==> config.mk <==
export PLATFORM = sky130hd
export DESIGN_NAME = fifo_rr_arbiter
export DESIGN_NICKNAME = d
export VERILOG_FILES = /design/src/rtl/fifo_rr_arbiter_pkg.sv /design/src/rtl/fifo_rr_arbiter_pick.sv /design/src/rtl/fifo_rr_arbiter.sv
export SDC_FILE = /design/constraint.sdc
export NUM_CORES = 1
export LEC_CHECK = 0
export CORE_ASPECT_RATIO = 1.2
export CORE_MARGIN = 2
export CORE_UTILIZATION = 40
export CTS_CLUSTER_SIZE = 24
export DETAILED_ROUTE_END_ITERATION = 12
export PLACE_DENSITY = 0.78
export SKIP_LAST_GASP = 1
export SYNTH_ARGS = -nofsm -noshare
export SYNTH_HDL_FRONTEND = slang
export SYNTH_SLANG_ARGS = --single-unit
==> constraint.sdc <==
create_clock -name clk -period 8 [get_ports clk]
set_clock_uncertainty 0.15 [all_clocks]
set_input_delay 2 -clock clk [delete_from_list [all_inputs] [get_ports clk]]
set_output_delay 2 -clock clk [all_outputs]
set_load 0.05 [all_outputs]
==> src/rtl/fifo_rr_arbiter_pkg.sv <==
// Shared types and defaults for the round-robin FIFO drain stage.
// Imported by the priority picker and the top level.
package fifo_arb_pkg;

  typedef enum logic {
    IDLE  = 1'b0,
    BURST = 1'b1
  } arb_state_e;

  localparam int N_SRC_DEF     = 4;
  localparam int DATA_W_DEF    = 8;
  localparam int CNT_W_DEF     = 4;
  localparam int DST_DEPTH_DEF = 8;
  localparam int MAX_BURST_DEF = 4;
  localparam int XFER_W        = 16;

endpackage

==> src/rtl/fifo_rr_arbiter_pick.sv <==
// Rotating priority pick: first set request scanning upward
// from start+1, wrapping modulo N_SRC.
module rr_priority_pick
  import fifo_arb_pkg::*;
#(
  parameter int N_SRC = N_SRC_DEF,
  parameter int ID_W  = $clog2(N_SRC)
) (
  input  logic [N_SRC-1:0] req,
  input  logic [ID_W-1:0]  start,
  output logic [ID_W-1:0]  gnt_id,
  output logic             any
);

  logic [ID_W-1:0] idx;

  // Scan farthest-first so the nearest candidate overwrites last.
  // N_SRC is a power of two, so the wrap is plain truncation.
  always_comb begin
    gnt_id = '0;
    any    = 1'b0;
    idx    = '0;
    for (int k = N_SRC; k >= 1; k--) begin
      idx = start + ID_W'(k);
      if (req[idx]) begin
        gnt_id = idx;
        any    = 1'b1;
      end
    end
  end

endmodule

==> src/rtl/fifo_rr_arbiter.sv <==
// Round-robin drain from a bank of source FIFOs into one
// destination FIFO, with per-source burst bound and id tagging.
module fifo_rr_arbiter
  import fifo_arb_pkg::*;
#(
  parameter int N_SRC     = N_SRC_DEF,
  parameter int DATA_W    = DATA_W_DEF,
  parameter int CNT_W     = CNT_W_DEF,
  parameter int DST_DEPTH = DST_DEPTH_DEF,
  parameter int MAX_BURST = MAX_BURST_DEF,
  parameter int ID_W      = $clog2(N_SRC)
) (
  input  logic                    clk,
  input  logic                    rst,
  input  logic                    enable,
  input  logic [N_SRC-1:0]        src_empty,
  input  logic [N_SRC*DATA_W-1:0] src_data,
  output logic [N_SRC-1:0]        src_rd_en,
  input  logic [CNT_W-1:0]        dst_count,
  output logic                    dst_wr_en,
  output logic [DATA_W-1:0]       dst_data,
  output logic [ID_W-1:0]         dst_src_id,
  output logic [XFER_W-1:0]       xfer_count,
  output logic                    busy
);

  localparam int BC_W = $clog2(MAX_BURST + 1);

  arb_state_e        state_q, state_d;
  logic [ID_W-1:0]   cur_q, cur_d;
  logic [ID_W-1:0]   last_q, last_d;
  logic [BC_W-1:0]   bcnt_q, bcnt_d;
  logic              pend_q;
  logic [ID_W-1:0]   pend_id_q;
  logic [XFER_W-1:0] xfer_q;

  logic              rd;
  logic [ID_W-1:0]   rd_id;
  logic [CNT_W:0]    occ;
  logic              can_issue;
  logic [ID_W-1:0]   start;
  logic [ID_W-1:0]   pick_id;
  logic              pick_any;

  assign occ = {1'b0, dst_count}
             + {{CNT_W{1'b0}}, pend_q};
  assign can_issue = enable
    && (occ < (CNT_W+1)'(DST_DEPTH));
  assign start = (state_q == BURST) ? cur_q : last_q;

  rr_priority_pick #(
    .N_SRC (N_SRC),
    .ID_W  (ID_W)
  ) u_pick (
    .req    (~src_empty),
    .start  (start),
    .gnt_id (pick_id),
    .any    (pick_any)
  );

  always_comb begin
    state_d = state_q;
    cur_d   = cur_q;
    last_d  = last_q;
    bcnt_d  = bcnt_q;
    rd      = 1'b0;
    rd_id   = cur_q;
    if (!enable) begin
      state_d = IDLE;
      last_d  = cur_q;
    end else if (state_q == BURST && can_issue
                 && !src_empty[cur_q]
                 && bcnt_q < BC_W'(MAX_BURST)) begin
      rd     = 1'b1;
      bcnt_d = bcnt_q + BC_W'(1);
    end else if (can_issue && pick_any) begin
      rd      = 1'b1;
      rd_id   = pick_id;
      cur_d   = pick_id;
      bcnt_d  = BC_W'(1);
      state_d = BURST;
    end else if (can_issue) begin
      state_d = IDLE;
      last_d  = cur_q;
    end
  end

  // The count steps with the read so it already includes the
  // word being pushed while dst_wr_en is high.
  always_ff @(posedge clk or posedge rst) begin
    if (rst) begin
      state_q   <= IDLE;
      cur_q     <= ID_W'(N_SRC - 1);
      last_q    <= ID_W'(N_SRC - 1);
      bcnt_q    <= '0;
      pend_q    <= 1'b0;
      pend_id_q <= '0;
      xfer_q    <= '0;
    end else begin
      state_q   <= state_d;
      cur_q     <= cur_d;
      last_q    <= last_d;
      bcnt_q    <= bcnt_d;
      pend_q    <= rd;
      pend_id_q <= rd ? rd_id : pend_id_q;
      xfer_q    <= xfer_q + XFER_W'(rd);
    end
  end

  assign src_rd_en  = rd ? (N_SRC'(1) << rd_id) : '0;
  assign dst_wr_en  = pend_q;
  assign dst_data   = pend_q
    ? src_data[pend_id_q*DATA_W +: DATA_W] : '0;
  assign dst_src_id = pend_id_q;
  assign xfer_count = xfer_q;
  assign busy       = (state_q == BURST) || pend_q;

endmodule

==> run summary, run 1 <==
P per Cell Area - 241 nW/um^2
Int Power - 0.338 mW
Post-synth top cells - dfrtp_1, nand2_1, xnor2_1
WP data required - 5.85 ns
routed wire length - 4200 um
type of origin of the critical path - input port
arrival time worst endpoint - 4.68 ns
initial DRC count - 62
Post-synth EDFFs - 0
ANT cells - 0
clock network power share - 12.4%
critical path type - in -> out
Final Power - 0.590 mW
Tcrit/Tclk final - 85.3%
register share of total power - 37.9%
Mapped Nets - 197
CTS Buffer Depth - 2
first drt pass iteration count - 4
# Post-CTS Setup Buffers - 0
Mapped Cells - 151
Sum Neg Setup Slack - 0 ns
NetSw - 0.252 mW
FFs w/ async S/R, synth - 100%
initial core utilization - 41.6%
dpl hpwl - 3210 um
most common cell in the netlist - dfrtp_1
Clock Latency Late Sink - 0.26 ns
clk sink count - 27
Max-Cap Viols - 0
post-synthesis sequential area ratio - 41.5%
YS warnings - 0
CTS tree - done
area occupied by multi-input gates - 896 sq um
# H-tree levels - 1
GPL Wtd Cong - 0.865
Rows - 25
DRC viols - 0
Switching Share - 42.8%
first-pass GRT wire length - 7010 um
placed cell count - 272
Netlist cell types - 42
FMAX - 146 MHz
CP Capture Type - output pin
Fin Hold WS - 0.319 ns
Buffers on Ports - 74
CTS Hold Bufs - 0
setup violators final - 0
share of layout cells above drive strength 1 - 9.91%
CP max FO - 6
post-DR wirelength/cell - 15.2 um
Hold Crit Class - reg -> reg
sequential cell area - 681 sq um
number of nets in the layout - 269
top area cells in the synthesized netlist - dfrtp_1, mux4_2, dfstp_2
worst-margin pin slew - 0.963 ns
Die H - 74.1 um
Core ar. - 3940 sq um
Fin. Hold Viols - 0
CTS Buf Count - 3
maximum VDD drop - 0.264 mV
Lkg Pwr - 0.968 nW
Reg clk slew, reported paths - 0.08 ns
total number of vias - 1482
Overall Global Routing Usage - 18.8%
Vias/cell - 5.37
Post-CTS Resized - 0
Worst slew margin - 35.8%
post-layout minimum cycle time - 6.83 ns
Antenna Nets Post-Route - 0
final-layout fill cell count - 357
area delta synth->final - 49.6%
Top FF cell, synth - dfrtp_1
RSZ-0062 raised after global routing - no
status - finished, final reports clean
pin count of the biggest net entering global routing - 28
initial antenna violation count - 0
synthesized cell area - 1640 sq um
number of global-route vias before repair - 1419
die outline area - 4630 sq um
Synth Register Bits - 27
Max Transition Viols Final - 0
Yosys top cell area share - 35.1%
Syn Area/Cell - 10.9 sq um
Post-Layout Cell Count - 276
clk root buf - clkbuf_8
GRT overflow - 0
Die X - 62.4 um
Gate power share - 49.7%
# IOs - 75
leading area contributor after synthesis - dfrtp_1
## state kept, by name, indices dropped and copies added, names as in the netlist
name        count
last_q          2
cur_q           2
bcnt_q          3
dst_src_id      2
state_q         1
xfer_count     16
dst_wr_en       1
## power by group through the flow
stage / registers, mW / clock network, mW / logic (mW)
floorplan: 0.260 / 0 / 0.163
global placement: 0.225 / 0 / 0.288
detailed placement: 0.227 / 0 / 0.293
CTS: 0.225 / 0.0745 / 0.294
global route: 0.232 / 0.0824 / 0.311
finish: 0.224 / 0.0731 / 0.293
## path summary, 6_finish.rpt
path | from | end | slack [ns] | cells after the start
max | src_empty[3] | src_rd_en[1] | 1.17 | 6
min | xfer_count[15]$_DFF_PP0_ | xfer_count[15]$_DFF_PP0_ | 0.32 | 1
max reg2reg | dst_wr_en$_DFF_PP0_ | xfer_count[14]$_DFF_PP0_ | 4.94 | 9
min reg2reg | xfer_count[15]$_DFF_PP0_ | xfer_count[15]$_DFF_PP0_ | 0.32 | 1
max in group asynchronous | rst | xfer_count[10]$_DFF_PP0_ | 5.01 | 2
min in group asynchronous | rst | xfer_count[7]$_DFF_PP0_ | 2.11 | 2
## metrics by stage
step / setup slack (ns) / cell area [sq um] / utilization, %
floorplan: 1.62 / 1640 / -
global placement: 1.24 / 2410 / 61.1
detailed placement: 1.20 / 2410 / 61.1
CTS: 1.19 / 2450 / 62.2
global route: 1.08 / 2450 / 62.2
finish: 1.17 / 2450 / 62.2
## placed cells by master, fill, tap and decap left out, drive strengths merged, types with 3 or more instances in the layout
cell,synthesis,final
o31ai,3,3
clkbuf,3,4
ha,3,3
inv,5,5
nor2,6,6
or4,3,3
nand2,14,14
o21ai,6,6
mux2,3,3
mux4,9,9
and2,8,8
nand3,9,9
dfrtp,23,23
nand4,7,7
xor2,4,4
dfstp,4,4
clkdlybuf4s50,0,74
xnor2,10,10
## cell type report
class	count	share of cell area (%)
multi-input cells	111	36.5
repair buffers	74	30.2
flip-flops and latches	27	27.8
well taps	54	2.76
clock buffers	4	1.84
inverters	6	0.918
## routing by layer
metal	up-vias	track usage [%]	part of all wire, %
met2	67	31.7	46
met3	4	3.93	7.7
li1	706	-	-
met1	705	25.1	46
met5	-	0	0
met4	0	4.69	0.67
## critical path, stage by stage
cell             delay, ns
clkdlybuf4s50_1       0.50
mux4_2                0.56
a2bb2oi_1             0.20
or4_1                 0.47
o41ai_1               0.08
clkdlybuf4s50_1       0.87
## cell families after synthesis
| kind of cell | count (synthesis) | share of synthesized area [%] |
|---|---|---|
| buffers and inverters | 13 | 3.82 |
| DFF | 27 | 41.5 |
| muxes | 13 | 15.0 |
| xor gates and xnor gates | 14 | 7.48 |
| AOI/OAI and AO/OA | 25 | 11.7 |
| adders and majority gates | 3 | 2.29 |
| and+or+nand+nor | 56 | 18.2 |
Note: power is estimated with default switching activity, not from simulation.
==> inputs of run 2 (changes only) <==
--- a/config.mk
+++ b/config.mk
@@ -11,6 +11,8 @@
 export CTS_CLUSTER_SIZE = 24
 export DETAILED_ROUTE_END_ITERATION = 12
 export PLACE_DENSITY = 0.78
+export RECOVER_POWER = 50
+export SETUP_SLACK_MARGIN = 0.2
 export SKIP_LAST_GASP = 1
 export SYNTH_ARGS = -nofsm -noshare
 export SYNTH_HDL_FRONTEND = slang
==> run summary, run 2 (synthesized netlist as in run 1, its figures left out) <==
Overall Global Routing Usage - 18.8% (unchanged)
area delta synth->final - 49.6% (unchanged)
number of nets in the layout - 269 (unchanged)
Antenna Nets Post-Route - 0 (unchanged)
GRT overflow - 0 (unchanged)
share of layout cells above drive strength 1 - 9.91% (unchanged)
CP max FO - 6 (unchanged)
FMAX - 146 MHz (about the same)
Core ar. - 3940 sq um (unchanged)
initial DRC count - 61 (was 62)
Post-CTS Resized - 0 (unchanged)
setup violators final - 0 (unchanged)
CP Capture Type - output pin (unchanged)
maximum VDD drop - 0.260 mV (was 0.264 mV)
final-layout fill cell count - 357 (unchanged)
routed wire length - 4180 um (was 4200 um)
CTS tree - done (unchanged)
# H-tree levels - 1 (unchanged)
Tcrit/Tclk final - 85.3% (about the same)
Die X - 62.4 um (unchanged)
# Post-CTS Setup Buffers - 0 (unchanged)
first drt pass iteration count - 4 (unchanged)
die outline area - 4630 sq um (unchanged)
Fin. Hold Viols - 0 (unchanged)
R2R Setup Slk - 4.95 ns (was 4.94 ns)
RR Startpoint - dst_wr_en$_DFF_PP0_ (unchanged)
number of global-route vias before repair - 1419 (unchanged)
dpl hpwl - 3210 um (unchanged)
CTS Buf Count - 3 (unchanged)
Vias/cell - 5.34 (was 5.37)
Max Transition Viols Final - 0 (unchanged)
Max-Cap Viols - 0 (unchanged)
total number of vias - 1475 (was 1482)
crit path from - src_empty[3] (unchanged)
clk root buf - clkbuf_8 (unchanged)
Reg clk slew, reported paths - 0.08 ns (about the same)
status - finished, final reports clean (unchanged)
Clock Latency Late Sink - 0.26 ns (about the same)
CTS Buffer Depth - 2 (unchanged)
critical path type - in -> out (unchanged)
post-DR wirelength/cell - 15.1 um (was 15.2 um)
Lkg Pwr - 1.00 nW (was 0.968 nW)
DRC viols - 0 (unchanged)
initial antenna violation count - 0 (unchanged)
Die H - 74.1 um (unchanged)
Worst R2R End - xfer_count[14]$_DFF_PP0_ (unchanged)
arrival time worst endpoint - 4.68 ns (about the same)
RSZ-0062 raised after global routing - no (unchanged)
ANT cells - 0 (unchanged)
post-layout minimum cycle time - 6.83 ns (about the same)
GPL Wtd Cong - 0.865 (unchanged)
first-pass GRT wire length - 7010 um (unchanged)
r2r worst-path depth - 9 (unchanged)
most common cell after layout, fill and taps aside - clkdlybuf4s50_1 (unchanged)
# IOs - 75 (unchanged)
Hold Crit Class - reg -> reg (unchanged)
Buffers on Ports - 74 (unchanged)
type of origin of the critical path - input port (unchanged)
max FFs per register - 16 (unchanged)
pin count of the biggest net entering global routing - 28 (unchanged)
crit path to - src_rd_en[1] (unchanged)
WP data required - 5.85 ns (about the same)
Rows - 25 (unchanged)
most frequent cells in the layout - clkdlybuf4s50_1, dfrtp_1, nand2_1, dlygate4sd3_1, xnor2_1 (was clkdlybuf4s50_1, dfrtp_1, nand2_1)
initial core utilization - 41.6% (unchanged)
Sum Neg Setup Slack - 0 ns (unchanged)
pre-CTS WS - 1.20 ns (unchanged)
P per Cell Area - 239 nW/um^2 (was 241 nW/um^2)
Worst slew margin - 35.7% (was 35.8%)
Setup WS post-layout - 1.17 ns (about the same)
clk sink count - 27 (unchanged)
worst-margin pin slew - 0.963 ns (about the same)
CTS Hold Bufs - 0 (unchanged)
-- run 2: cell count changes in the layout (fill, tap and decap cells not counted) --
cell             change
dlygate4sd3_1       +14
clkdlybuf4s50_1     -14
-- run 2: cell type report --
cell class	instances	area [sq um]	share of cell area [%]
Inverter	6	22.5	0.918
Tap cell	54	67.6	2.76
Timing Repair Buffer	74	741	30.2
Clock buffer	4	45.0	1.84
Sequential cell	27	681	27.8
Multi-Input combinational cell	111	896	36.5
-- run 2: power breakdown --
group	internal, mW	switching (mW)
clock	0.0355	0.0376
sequential	0.172	0.0518
combinational	0.128	0.163
-- run 2: worst max-delay path: stages --
cell	delay [ns]
clkdlybuf4s50_1	0.50
mux4_2	0.56
a2bb2oi_1	0.20
or4_1	0.47
o41ai_1	0.08
clkdlybuf4s50_1	0.87
-- run 2: metrics by stage --
step | instance area (sq um) | util, % | instances | power (mW) | hold WS (ns)
floorplan | 1640 | - | 151 | 0.423 | 0.296
global placement | 2410 | 61.1 | 272 | 0.513 | 0.311
detailed placement | 2410 | 61.1 | 272 | 0.520 | 0.315
CTS | 2450 | 62.2 | 276 | 0.594 | 0.328
global route | 2450 | 62.2 | 276 | 0.623 | 0.357
finish | 2450 | 62.2 | 276 | 0.587 | 0.314
-- run 2: how the worst min path moves through the flow --
stage	end	slack (ns)	from	cells past startpoint
2_1_floorplan	bcnt_q[0]$_DFFE_PP0P_	0.30	bcnt_q[0]$_DFFE_PP0P_	1
3_3_place_gp	bcnt_q[0]$_DFFE_PP0P_	0.31	bcnt_q[0]$_DFFE_PP0P_	1
3_5_place_dp	xfer_count[15]$_DFF_PP0_	0.32	xfer_count[15]$_DFF_PP0_	1
4_1_cts	xfer_count[15]$_DFF_PP0_	0.33	xfer_count[15]$_DFF_PP0_	1
5_1_grt	xfer_count[14]$_DFF_PP0_	0.36	xfer_count[14]$_DFF_PP0_	1
6_report	xfer_count[15]$_DFF_PP0_	0.31	xfer_count[15]$_DFF_PP0_	1
-- run 2: routing by layer --
metal	up-vias	wire length, um	track usage (%)
met5	-	0	0
met1	701	1910	25.1
met2	65	1920	31.7
met3	4	319	3.93
li1	705	-	-
met4	0	28	4.69
